===== src/rtl/game_flow_controller_pkg.sv =====
// Shared definitions for the match sequencer: state encoding, winner codes and
// default timing constants.
package game_defs;

    typedef enum logic [2:0] {
        StIdle  = 3'd0,
        StServe = 3'd1,
        StPlay  = 3'd2,
        StPoint = 3'd3,
        StOver  = 3'd4
    } state_t;

    localparam logic [1:0] WinNone  = 2'b00;
    localparam logic [1:0] WinLeft  = 2'b01;
    localparam logic [1:0] WinRight = 2'b10;

    localparam int unsigned DefWinScore    = 9;
    localparam int unsigned DefServeFrames = 120;
    localparam int unsigned DefPointFrames = 60;
    localparam int unsigned DefShrinkHits  = 8;
    localparam int unsigned DefMoveDiv     = 131072;

    function automatic logic [3:0] sat_inc4(input logic [3:0] v);
        return (v == 4'hf) ? v : v + 4'd1;
    endfunction

endpackage


===== src/rtl/game_flow_controller_tick_divider.sv =====
// Free-running strobe generator: one-cycle pulse every DIV cycles while en is
// high; counter is held at zero whenever en is low.
module tick_divider #(
    parameter int unsigned DIV = 4
) (
    input  logic clk,
    input  logic rst,
    input  logic en,
    output logic pulse
);

    localparam logic [16:0] Last = 17'(DIV - 1);

    logic [16:0] cnt_q, cnt_d;
    logic        pulse_q, pulse_d;

    always_comb begin
        cnt_d   = '0;
        pulse_d = 1'b0;
        if (en) begin
            if (cnt_q == Last) begin
                pulse_d = 1'b1;
            end else begin
                cnt_d = cnt_q + 17'd1;
            end
        end
    end

    always_ff @(posedge clk or posedge rst) begin
        if (rst) begin
            cnt_q   <= '0;
            pulse_q <= 1'b0;
        end else begin
            cnt_q   <= cnt_d;
            pulse_q <= pulse_d;
        end
    end

    assign pulse = pulse_q;

endmodule


===== src/rtl/game_flow_controller.sv =====
// Match sequencer: idle/serve/play/point/over FSM, scores, and the run/reset,
// bat-size and paddle-step controls derived from it.
module game_flow_controller
    import game_defs::*;
#(
    parameter int unsigned WIN_SCORE    = DefWinScore,
    parameter int unsigned SERVE_FRAMES = DefServeFrames,
    parameter int unsigned POINT_FRAMES = DefPointFrames,
    parameter int unsigned SHRINK_HITS  = DefShrinkHits,
    parameter int unsigned MOVE_DIV     = DefMoveDiv
) (
    input  logic       clk,
    input  logic       rst,
    input  logic       frame_tick,
    input  logic       start_n,
    input  logic       hit,
    input  logic       miss_l,
    input  logic       miss_r,
    output logic [2:0] state,
    output logic       ball_run,
    output logic       ball_reset,
    output logic       serve_dir,
    output logic       bat_size,
    output logic       move_tick,
    output logic [3:0] score_l,
    output logic [3:0] score_r,
    output logic [1:0] winner
);

    localparam logic [7:0] ServeLast  = 8'(SERVE_FRAMES - 1);
    localparam logic [7:0] PointLast  = 8'(POINT_FRAMES - 1);
    localparam logic [7:0] ShrinkHits = 8'(SHRINK_HITS);
    localparam logic [3:0] WinScore   = 4'(WIN_SCORE);

    state_t     state_q, state_d;
    logic [7:0] frame_q, frame_d;
    logic [7:0] rally_q, rally_d;
    logic [3:0] score_l_q, score_l_d, score_r_q, score_r_d;
    logic [1:0] winner_q, winner_d;
    logic       serve_dir_q, serve_dir_d;
    logic       bat_size_q, bat_size_d;
    logic       ball_run_q, ball_run_d;
    logic       ball_reset_q, ball_reset_d;
    logic       sync1_q, sync2_q, sync3_q;
    logic       press;
    logic       move_en;

    // Idle level of start_n is high, so the synchronizer resets to 1 to avoid a false press.
    always_ff @(posedge clk or posedge rst) begin
        if (rst) begin
            sync1_q <= 1'b1;
            sync2_q <= 1'b1;
            sync3_q <= 1'b1;
        end else begin
            sync1_q <= start_n;
            sync2_q <= sync1_q;
            sync3_q <= sync2_q;
        end
    end

    assign press = sync3_q & ~sync2_q;

    always_comb begin
        state_d     = state_q;
        frame_d     = frame_q;
        rally_d     = rally_q;
        score_l_d   = score_l_q;
        score_r_d   = score_r_q;
        winner_d    = winner_q;
        serve_dir_d = serve_dir_q;
        unique case (state_q)
            StIdle, StOver: begin
                if (press) begin
                    state_d     = StServe;
                    score_l_d   = '0;
                    score_r_d   = '0;
                    winner_d    = WinNone;
                    serve_dir_d = 1'b0;
                end
            end
            StServe: begin
                if (frame_tick && frame_q == ServeLast) state_d = StPlay;
            end
            StPlay: begin
                if (miss_l) begin
                    score_r_d   = sat_inc4(score_r_q);
                    serve_dir_d = 1'b0;
                    state_d     = StPoint;
                end else if (miss_r) begin
                    score_l_d   = sat_inc4(score_l_q);
                    serve_dir_d = 1'b1;
                    state_d     = StPoint;
                end else if (hit && rally_q != ShrinkHits) begin
                    rally_d = rally_q + 8'd1;
                end
            end
            StPoint: begin
                if (frame_tick && frame_q == PointLast) begin
                    if (score_l_q == WinScore) begin
                        state_d  = StOver;
                        winner_d = WinLeft;
                    end else if (score_r_q == WinScore) begin
                        state_d  = StOver;
                        winner_d = WinRight;
                    end else begin
                        state_d = StServe;
                    end
                end
            end
            default: state_d = StIdle;
        endcase

        // A tick on the transition cycle is dropped because the counter clears instead.
        if (state_d != state_q) begin
            frame_d = '0;
        end else if (frame_tick && (state_q == StServe || state_q == StPoint)) begin
            frame_d = frame_q + 8'd1;
        end

        if (state_d != StPlay) rally_d = '0;

        bat_size_d   = (state_d == StPlay) && (rally_d == ShrinkHits);
        ball_run_d   = (state_d == StPlay);
        ball_reset_d = (state_d != StPlay);
    end

    // Only run while staying in PLAY, so no strobe lands on the exit cycle.
    assign move_en = (state_q == StPlay) && (state_d == StPlay);

    always_ff @(posedge clk or posedge rst) begin
        if (rst) begin
            state_q      <= StIdle;
            frame_q      <= '0;
            rally_q      <= '0;
            score_l_q    <= '0;
            score_r_q    <= '0;
            winner_q     <= WinNone;
            serve_dir_q  <= 1'b0;
            bat_size_q   <= 1'b0;
            ball_run_q   <= 1'b0;
            ball_reset_q <= 1'b1;
        end else begin
            state_q      <= state_d;
            frame_q      <= frame_d;
            rally_q      <= rally_d;
            score_l_q    <= score_l_d;
            score_r_q    <= score_r_d;
            winner_q     <= winner_d;
            serve_dir_q  <= serve_dir_d;
            bat_size_q   <= bat_size_d;
            ball_run_q   <= ball_run_d;
            ball_reset_q <= ball_reset_d;
        end
    end

    tick_divider #(
        .DIV(MOVE_DIV)
    ) u_move_div (
        .clk  (clk),
        .rst  (rst),
        .en   (move_en),
        .pulse(move_tick)
    );

    assign state      = state_q;
    assign ball_run   = ball_run_q;
    assign ball_reset = ball_reset_q;
    assign serve_dir  = serve_dir_q;
    assign bat_size   = bat_size_q;
    assign score_l    = score_l_q;
    assign score_r    = score_r_q;
    assign winner     = winner_q;

endmodule


===== config.mk =====
export PLATFORM = sky130hd
export DESIGN_NAME = game_flow_controller
export DESIGN_NICKNAME = d
export VERILOG_FILES = /design/src/rtl/game_flow_controller_pkg.sv /design/src/rtl/game_flow_controller_tick_divider.sv /design/src/rtl/game_flow_controller.sv
export SDC_FILE = /design/constraint.sdc
export NUM_CORES = 1
export LEC_CHECK = 0
export CAP_MARGIN = 10
export CELL_PAD_IN_SITES_DETAIL_PLACEMENT = 1
export CELL_PAD_IN_SITES_GLOBAL_PLACEMENT = 2
export CORE_ASPECT_RATIO = 0.9
export CORE_MARGIN = 3
export CORE_UTILIZATION = 37
export CTS_CLUSTER_DIAMETER = 50
export DETAILED_ROUTE_END_ITERATION = 6
export GPL_TIMING_DRIVEN = 0
export PLACE_DENSITY = 0.78
export SLEW_MARGIN = 20
export SYNTH_ARGS = -nofsm -noshare
export SYNTH_HDL_FRONTEND = slang
export SYNTH_SLANG_ARGS = --single-unit

===== constraint.sdc =====
create_clock -name clk -period 3.1 [get_ports clk]
set_input_delay 0.93 -clock clk [delete_from_list [all_inputs] [get_ports clk]]
set_output_delay 0.93 -clock clk [all_outputs]
set_load 0.02 [all_outputs]

======== Word-level counts from Yosys, hierarchy flattened ========
Cells that the tools add are included.
operators by class
  $add $sub $neg .......................... 5
  multiply operators ...................... 0
  divide/modulo/power cells ............... 0
  magnitude comparators ................... 0
  equal/unequal tests ..................... 25
  shift-type cells ........................ 0
  multiplexer cells ....................... 36
  bitwise gates (word level) .............. 2
  reduce and logical (&&, ||, !) cells .... 16
operators with widths
  cell                                                    number
  two-way mux 8 bit                                       7
  two-way mux 17 bit                                      2
  two-way mux 4 bit                                       6
  two-way mux 3 bit                                       7
  adder 17 x 1 -> 17 bit (second input constant)          1
  == test 17 bit (second input constant)                  1
  adder 8 x 1 -> 8 bit (second input constant)            2
  == test 4 bit (second input constant)                   4
  one-hot mux 4 bit (2 select lines)                      2
  inequality test 2 bit (second input constant)           7
  one-hot mux 3 bit (4 select lines)                      1
  == test 3 x 2 -> 1 bit (second input constant)          3
  adder 4 x 1 -> 4 bit (second input constant)            2
  == test 8 x 4 -> 1 bit (second input constant)          1
  == test 8 x 6 -> 1 bit (second input constant)          1
  == test 8 x 7 -> 1 bit (second input constant)          1
  two-way mux 2 bit                                       4
  inequality test 8 x 4 -> 1 bit (second input constant)  1
  AND reduction 4 bit                                     2
  logical AND 1 bit                                       6
  inequality test 3 bit (second input constant)           2
  nonzero test 2 bit                                      3
  two-way mux 1 bit                                       5
  AND reduction 5 bit                                     1
  other kinds (12)                                        12
word-level totals
  flip-flop bits (word level) ............. 54
  latch bits .............................. 0
  memory bits (writable) .................. 0
  ROM bits ................................ 0
  bits of input ports ..................... 7
  word-level logic and storage cells ...... 99
  memories ................................ 0

======== Depth between registers and ports, before layout ========
Gate-level depths: netlist of run 1.
  word-level depth ........................ 9
  gate-level depth with buffers ........... 10
  gate-level depth less buffers ........... 8

======== Modules after synthesis ========
A second synthesis of run 1 with hierarchy kept.
second synthesis, totals
  cell total of the unflattened synthesis .. 287
  area, all modules ....................... 2947.8 um2
modules (own cells, without submodules)
  module                instances  cells an instance  area an instance (um2)
  game_flow_controller  1          199                2023.2
  tick_divider          1          88                 924.6

======== Worst setup path after synthesis of run 1 ========
No wires, ideal clock.
  kind .................................... input port to flip-flop
  from .................................... in frame_tick
  to ...................................... reg u_move_div.cnt_q[16]
  data arrival time ....................... 2.387 ns
  path slack .............................. 0.647 ns
  cell stages on the path ................. 7
  buffers on the path ..................... 1
  cells stage by stage .................... and4b_1 > and3_1 > or4_4 > or3_1 > buf_6 > clkinv_2 > and3_1
on the way
  word-level cells in the longest chain between the ends .. 6
RTL lines
  what                                         RTL line                                                RTL
  start, declared                              game_flow_controller.sv:14                              input logic frame_tick,
  logical AND 1 bit, on equally long branches  game_flow_controller.sv:98, game_flow_controller.sv:82
  two-way mux 3 bit, on equally long branches  game_flow_controller.sv:98, game_flow_controller.sv:82
  one-hot mux 3 bit (4 select lines) (*)       game_flow_controller.sv:71                              unique case (state_q)
  == test 3 x 2 -> 1 bit (*)                   --
  via ball_run_d                               game_flow_controller.sv:42                              logic ball_run_q, ball_run_d;
  logical AND 1 bit (*)                        game_flow_controller.sv:128                             assign move_en = (state_q == StPlay) && (state_d == StPlay);
  two-way mux 17 bit (*)                       game_flow_controller_tick_divider.sv:20                 if (en) begin
  via u_move_div.cnt_d[16]                     game_flow_controller_tick_divider.sv:14                 logic [16:0] cnt_q, cnt_d;
  end signal, assigned                         game_flow_controller_tick_divider.sv:34                 cnt_q <= cnt_d;
  end, declared                                game_flow_controller_tick_divider.sv:14
Mark *: on every way through the listed nets, which the timed path passes. The rest lies on a longest branch.
A chain may end at the register's enable or synchronous reset.

======== Worst setup path in the final report of run 1 ========
  from .................................... in frame_tick
  to ...................................... reg frame_q[7]
on the way
  word-level cells in the longest chain between the ends .. 5
RTL lines
  what                                                            RTL line                                                RTL
  logical AND 1 bit, on equally long branches                     game_flow_controller.sv:98, game_flow_controller.sv:82
  two-way mux 3 bit, on equally long branches                     game_flow_controller.sv:98, game_flow_controller.sv:82
  one-hot mux 3 bit (4 select lines)                              game_flow_controller.sv:71
  inequality test 3 bit                                           game_flow_controller.sv:114                             if (state_d != state_q) begin
  two-way mux 8 bit / nonzero test 2 bit (equally long branches)  --
  end signal, assigned                                            game_flow_controller.sv:144                             frame_q <= frame_d;
  end, declared                                                   game_flow_controller.sv:36                              logic [7:0] frame_q, frame_d;
Several ways; a longest one is shown, not always the timed one.

==> results of run 1 <==
==> per-layer routing <==
layer / global-route usage, % / wire [um] / vias up
met5: 0 / 0 / -
met4: 4.91 / 78 / 0
met3: 2.99 / 141 / 5
met2: 24.6 / 2780 / 23
met1: 21.8 / 3220 / 1079
li1: - / - / 1048
==> flip-flops by register name (all words and copies together), names as in the netlist, 2 cells and up <==
name / count
rally_q: 8
u_move_div.cnt_q: 17
score_r: 4
score_l: 4
state: 3
winner: 2
frame_q: 8
==> worst max path at each step <==
stage | start | to
floorplan | frame_tick | u_move_div.cnt_q[16]
global placement | rst | score_r[0]
detailed placement | frame_tick | frame_q[7]
CTS | frame_tick | frame_q[7]
global route | frame_tick | frame_q[0]
finish | frame_tick | frame_q[7]
==> power breakdown <==
| part | total [W] | internal, W | switching, W |
|---|---|---|---|
| clock network | 0.000413 | 0.000181 | 0.000232 |
| logic | 0.000166 | 0.0000714 | 0.0000946 |
| registers | 0.000772 | 0.000737 | 0.0000349 |
| total | 0.00135 | 0.000990 | 0.000361 |
==> per-stage QoR <==
step | area, um^2 | util [%]
floorplan | 2810 | -
global placement | 3160 | 43.8
detailed placement | 3170 | 43.8
CTS | 3260 | 45.1
global route | 3260 | 45.1
finish | 3260 | 45.1
==> critical path, delay by kind of cell <==
kind,cells,cell delay (ps)
AO/OA/AOI/OAI,3,940
buffers and inverters,1,520
AND/OR/NAND/NOR,2,620
==> cells in the final DEF, fill, tap and decap left out, types with 2 or more instances in the layout <==
cell / count
nand3b_1: 2
xor2_1: 18
nand2b_1: 2
dfstp_2: 4
o21ai_0: 7
mux2i_1: 3
a21oi_1: 4
or3_1: 4
a31oi_1: 2
and2_1: 4
clkbuf_8: 6
and3_1: 9
dfrtp_1: 50
and4b_1: 3
and3b_1: 4
nor2_1: 47
nor3b_1: 3
buf_2: 3
clkbuf_1: 7
or4_1: 2
and4_1: 5
nand2_1: 17
clkinv_2: 2
nor3_1: 5
nand3_1: 13
nand4_1: 8
inv_1: 10
ha_1: 9
clkdlybuf4s50_1: 24
mux2_2: 2
or2_2: 2
xnor2_1: 12
==> cell type report <==
cell class / instances / area, um^2 / area share, %
plain buffers: 10 / 48.8 / 1.50
clock buffers: 7 / 86.3 / 2.65
clock inverters: 1 / 5.00 / 0.154
inverters: 12 / 48.8 / 1.50
multi-input cells: 209 / 1360 / 41.6
flip-flops and latches: 54 / 1360 / 41.6
well taps: 93 / 116 / 3.57
repair buffers: 24 / 240 / 7.38
==> cell families (layout without fill, tap and decap cells) <==
family | after synthesis | count (layout) | synth area share (%)
and+or+nand+nor | 137 | 137 | 26.1
DFF | 54 | 54 | 48.3
xor gates and xnor gates | 30 | 30 | 9.36
AOI/OAI and AO/OA | 28 | 28 | 6.91
buffers and inverters | 22 | 54 | 3.39
adders and majority gates | 9 | 9 | 4.01
muxes | 5 | 5 | 1.87
==> metrics.md, run 1 <==
| Metric | Value |
|---|---|
| Post-Route WL | `6.22 mm` |
| Synthesis-to-finish area growth | `16.0%` |
| Library cells used by synthesis | `53` |
| Pin count of the biggest net entering global routing | `55` |
| Slowest CP cell | `a31oi_1` |
| Initial DRC count | `91` |
| Antenna viol nets, final | `0` |
| Critical Path Start Type | `input pin` |
| Syn Nets | `301` |
| Fillers | `roughly 820` |
| Pwr Density | `415 nW/um^2` |
| Worst Tran Pin Value | `755 ps` |
| Core Rows | `29` |
| Routed WL per cell | `15.2 um` |
| Top-count cell post-synth | `dfrtp_1` |
| Worst-case clock skew | `approximately 12 ps` |
| DPL Wire Length | `between 4 and 5 mm` |
| Routability cong. | `just over 0.8` |
| Hold WS | `around 360 ps` |
| Cells along the critical path | `clkdlybuf4s50_1 > nor4bb_1 > a21o_1 > o41ai_1 > a31oi_1 > nor2_1` |
| Hold Crit Start | `sync1_q` |
| Prevailing post-synth register cell | `dfrtp_1` |
| Nets | `between 300 and 400` |
| CTS tree | `yes` |
| Clk_lat worst skew | `roughly 310 ps` |
| Die Area | `about 8700 um^2` |
| WHS Endpoint | `sync2_q` |
| Yosys warns | `0` |
| Layout cell share with drive strength beyond 1 | `7.26%` |
| Clk buf depth | `2` |
| Reg2Reg Depth | `8` |
| Post-Synthesis Cell Area | `2810 um^2` |
| Hold Crit Class | `flip-flop to flip-flop` |
| Initial core utilization | `between 30% and 40%` |
| Ys async rst share | `100%` |
| CTS Sinks | `54` |
| Final Max Tran Viols | `0` |
| I/O Buffers | `24` |
| Antenna Cells | `0` |
| Static Leak | `between 1 and 1.5 nW` |
| # IOs | `25` |
| # DRC | `0` |
| Final TNS setup | `0 ps` |
| Global-route wire length before repair | `about 11 mm` |
| Reg-to-Reg End | `u_move_div.cnt_q[11]` |
| Reg2reg setup slack | `~650 ps` |
| Cells after DPL | `~400` |
| Fmax | `between 300 and 400 MHz` |
| Pre-CTS setup slack | `-70.4 ps` |
| DR vias/cell | `around 5.3` |
| H-Tree Depth | `2` |
| Sequential element share of the synthesized area | `about half` |
| Core Region | `slightly above 7000 um^2` |
| Gate count after technology mapping | `around 290` |
| Kind of end point of the critical path | `flip-flop` |
| Peak supply drop | `259 uV` |
| Vias in the first global route | `between 2k and 2.5k` |
| Worst endpoint data arrival time | `around 3000 ps` |
| Final Hold Viols | `0` |
| Kind of critical path | `input pin to flip-flop` |
| Syn Area/Cell | `about 9.8 um^2` |
| Final Cycle Share | `between 90 and 100%` |
| CTS Hold Bufs | `0` |
| Worst setup margin | `around 260 ps` |
| DIE WIDTH | `between 90 and 100 um` |
| Clk root buf | `clkbuf_8` |
| Area leader, netlist | `dfrtp_1` |
| Initial antenna violation count | `0` |
| Total iterations of the first detailed-routing run | `4` |
| Vias | `between 2k and 2.5k` |
| Min-Delay Path Depth | `0` |
| Post-route minimum period | `between 2000 and 3000 ps` |
| EDFF count, synth | `0` |
| Worst R2R Start | `score_l[0]` |
| Yosys top cell area share | `between 40% and 50%` |
| Synth Register Bits | `between 50 and 60` |
| Post-CTS Setup Inserts | `0` |
| CTS Buf Count | `5` |
| RSZ-0062 raised after global routing | `no` |
| Gr usage total | `around 16%` |
| Synth top cells by count | `dfrtp_1 (50), nor2_1 (47), xor2_1 (18), nand2_1 (17), nand3_1 (13)` |
| Setup-failing EPs final | `0` |
| Synth top area cells | `dfrtp_1 (45%), nor2_1 (6.3%), xor2_1 (5.6%)` |
| Worst Path Required | `3260 ps` |
| Total power | `~0.0014 W` |
| CP max FO | `8` |
| Final global-route overflow total | `0` |
| Clock slew seen by the registers of the worst setup and hold paths | `~90 ps` |
| Slowest stage delay, CP | `just over 600 ps` |
| Fin cells | `410` |
| Status | `finished, final reports clean` |
| Max-cap violation count | `0` |
| Max-Slew Margin vs Limit | `around 49%` |
| Die H | `88.6 um` |
| Post-CTS resize count | `0` |
Power figures use the tool's default switching activity.
==> run 2: changes to the inputs <==
- GPL_ROUTABILITY_DRIVEN: unset -> 0
- GPL_TIMING_DRIVEN: 0 -> unset
==> run 2 against run 1 <==
Effect of this change:
- fmax grew 0.19%
- core utilization grew 0.19 points
- first-iteration DRC count grew 4.4%
- cell count shrank 0.73%
- cell area grew 0.42%
- register-to-register slack is essentially flat
- largest power group unchanged
==> metrics.md, run 2 (same netlist as run 1, synthesis figures left out) <==
| Metric | Value |
|---|---|
| Core Rows | `29` |
| Total iterations of the first detailed-routing run | `4` |
| Worst Path Required | `approximately 3400 ps` |
| Worst-case clock skew | `10.2 ps` |
| Worst R2R Start | `state[0]` |
| Final Max Tran Viols | `0` |
| Most common cell after layout, fill and taps aside | `dfrtp_1` |
| Initial DRC count | `95` |
| Most used routing layer | `met2` |
| Vias | `2,129` |
| Layout cell share with drive strength beyond 1 | `between 8 and 9%` |
| Peak supply drop | `between 200 and 250 uV` |
| Total power | `approximately 0.0014 W` |
| Static Leak | `between 1 and 1.5 nW` |
| RSZ-0062 raised after global routing | `no` |
| CTS Buf Count | `5` |
| Hold Crit Class | `flip-flop to flip-flop` |
| Post-route minimum period | `2840 ps` |
| Synthesis-to-finish area growth | `16.5%` |
| Min-Delay Path Depth | `0` |
| Slowest CP cell | `or4_4` |
| Worst Tran Pin Value | `~770 ps` |
| Worst setup margin | `~260 ps` |
| Nets | `~330` |
| Antenna Cells | `0` |
| Final Hold Viols | `0` |
| Die H | `between 80 and 90 um` |
| Biggest regs | `u_move_div.cnt_q (17), frame_q (8), rally_q (8)` |
| Final global-route overflow total | `0` |
| DPL Wire Length | `roughly 4.5 mm` |
| Post-CTS Setup Inserts | `0` |
| Core Region | `slightly above 7000 um^2` |
| DR vias/cell | `~5.2` |
| Slowest stage delay, CP | `540 ps` |
| Critical Path Start Type | `input pin` |
| Most frequent cells in the layout | `dfrtp_1 (50), nor2_1 (47), clkdlybuf4s50_1 (24)` |
| CTS Hold Bufs | `0` |
| CP Depth | `6` |
| Pre-CTS setup slack | `13.0 ps` |
| Routed WL per cell | `15.5 um` |
| Post-Route WL | `6.30 mm` |
| Post-CTS resize count | `0` |
| Max-cap violation count | `0` |
| # IOs | `25` |
| Reg2Reg Depth | `6` |
| Worst Setup SP | `frame_tick` |
| I/O Buffers | `24` |
| Clk_lat worst skew | `between 300 and 400 ps` |
| Kind of critical path | `input pin to flip-flop` |
| Placed Area | `between 3000 and 4000 um^2` |
| Pin count of the biggest net entering global routing | `55` |
| Cells along the critical path | `clkdlybuf4s50_1 > and4b_1 > a41oi_1 > or4_4 > nor4_1 > and4_1` |
| Antenna viol nets, final | `0` |
| Met1 Use GR | `a little over a fifth` |
| Setup-failing EPs final | `0` |
| Post-route cell area | `around 3300 um^2` |
| Crit path to | `bat_size` |
| Pwr Density | `~410 nW/um^2` |
| Final Cycle Share | `between 90% and 100%` |
| DIE WIDTH | `just under 100 um` |
| Max-Slew Margin vs Limit | `between 40 and 50%` |
| Fmax | `about 350 MHz` |
| Kind of end point of the critical path | `flip-flop` |
| Final TNS setup | `0 ps` |
| # DRC | `0` |
| Vias in the first global route | `about 2.2k` |
| Global-route wire length before repair | `approximately 11 mm` |
| Clock slew seen by the registers of the worst setup and hold paths | `100 ps` |
| Status | `finished, final reports clean` |
| Clk root buf | `clkbuf_8` |
| H-Tree Depth | `2` |
| CTS Sinks | `54` |
| Reg with most FFs | `u_move_div.cnt_q` |
| Delay-heaviest family, CP | `simple AND/OR/NAND/NOR gates` |
| Crit path buf inv count | `1` |
| Clk buf depth | `2` |
| Global Route met3 Usage | `~2.8%` |
| Worst endpoint data arrival time | `between 3000 and 4000 ps` |
| Max reg flops | `17` |
| Die Area | `about 8700 um^2` |
| Initial antenna violation count | `0` |
| Gr usage total | `between 15 and 20%` |
| CP max FO | `4` |
| CTS tree | `yes` |
| Reg2reg setup slack | `roughly 660 ps` |
| Initial core utilization | `38.9%` |
| Final core utilization | `around 45%` |
| Met2 global-route usage | `about 26%` |
| Reg-to-Reg End | `bat_size` |
-- run 2: changes by cell type in the layout (fill, tap and decap cells not counted) --
| cell | change |
|---|---|
| buf_6 | -1 |
| inv_4 | -1 |
| buf_2 | -3 |
| clkbuf_1 | -6 |
| buf_12 | +1 |
| buf_4 | +6 |
| inv_2 | +1 |
-- run 2: power by group --
part	internal [W]	switching, W	total (W)	leakage (nW)
clock network	0.000181	0.000233	0.000414	0.0482
registers	0.000737	0.0000399	0.000777	0.731
logic	0.0000735	0.0000901	0.000164	0.630
total	0.000992	0.000363	0.00135	1.41
-- run 2: how the worst min path moves through the flow --
stage	slack, ps	endpoint	startpoint
3_5_place_dp	350	sync2_q	sync1_q
6_report	370	sync2_q	sync1_q
5_1_grt	360	sync2_q	sync1_q
3_3_place_gp	350	sync2_q	sync1_q
4_1_cts	370	sync2_q	sync1_q
2_1_floorplan	350	sync2_q	sync1_q
-- run 2: metal layers --
| metal | up-vias | share of wire [%] |
|---|---|---|
| met5 | - | 0 |
| met4 | 0 | 0.70 |
| li1 | 1047 | - |
| met2 | 25 | 46 |
| met3 | 6 | 2.4 |
| met1 | 1051 | 51 |
-- run 2: worst reg2reg max path, cell delays in order (launching register included) --
cell      delay, ps
dfrtp_1         570
nor3b_1         540
buf_4           250
nand2_1         110
or4_1           500
a21boi_1        200
and4_1          220
-- run 2: area by class of cell --
cell class / count / area (um^2)
timing repair buffer: 31 / 305
fill: 835 / 3950
clock buffer: 7 / 86.3
inverter: 12 / 46.3
clock inverter: 1 / 5.00
sequential: 54 / 1360
tap: 93 / 116
multi-input combinational: 209 / 1360
-- run 2: through the flow --
stage / hold slack, ps / instances
2_1_floorplan: 345 / 285
3_3_place_gp: 346 / 399
3_5_place_dp: 351 / 399
4_1_cts: 370 / 407
5_1_grt: 364 / 407
6_report: 366 / 407
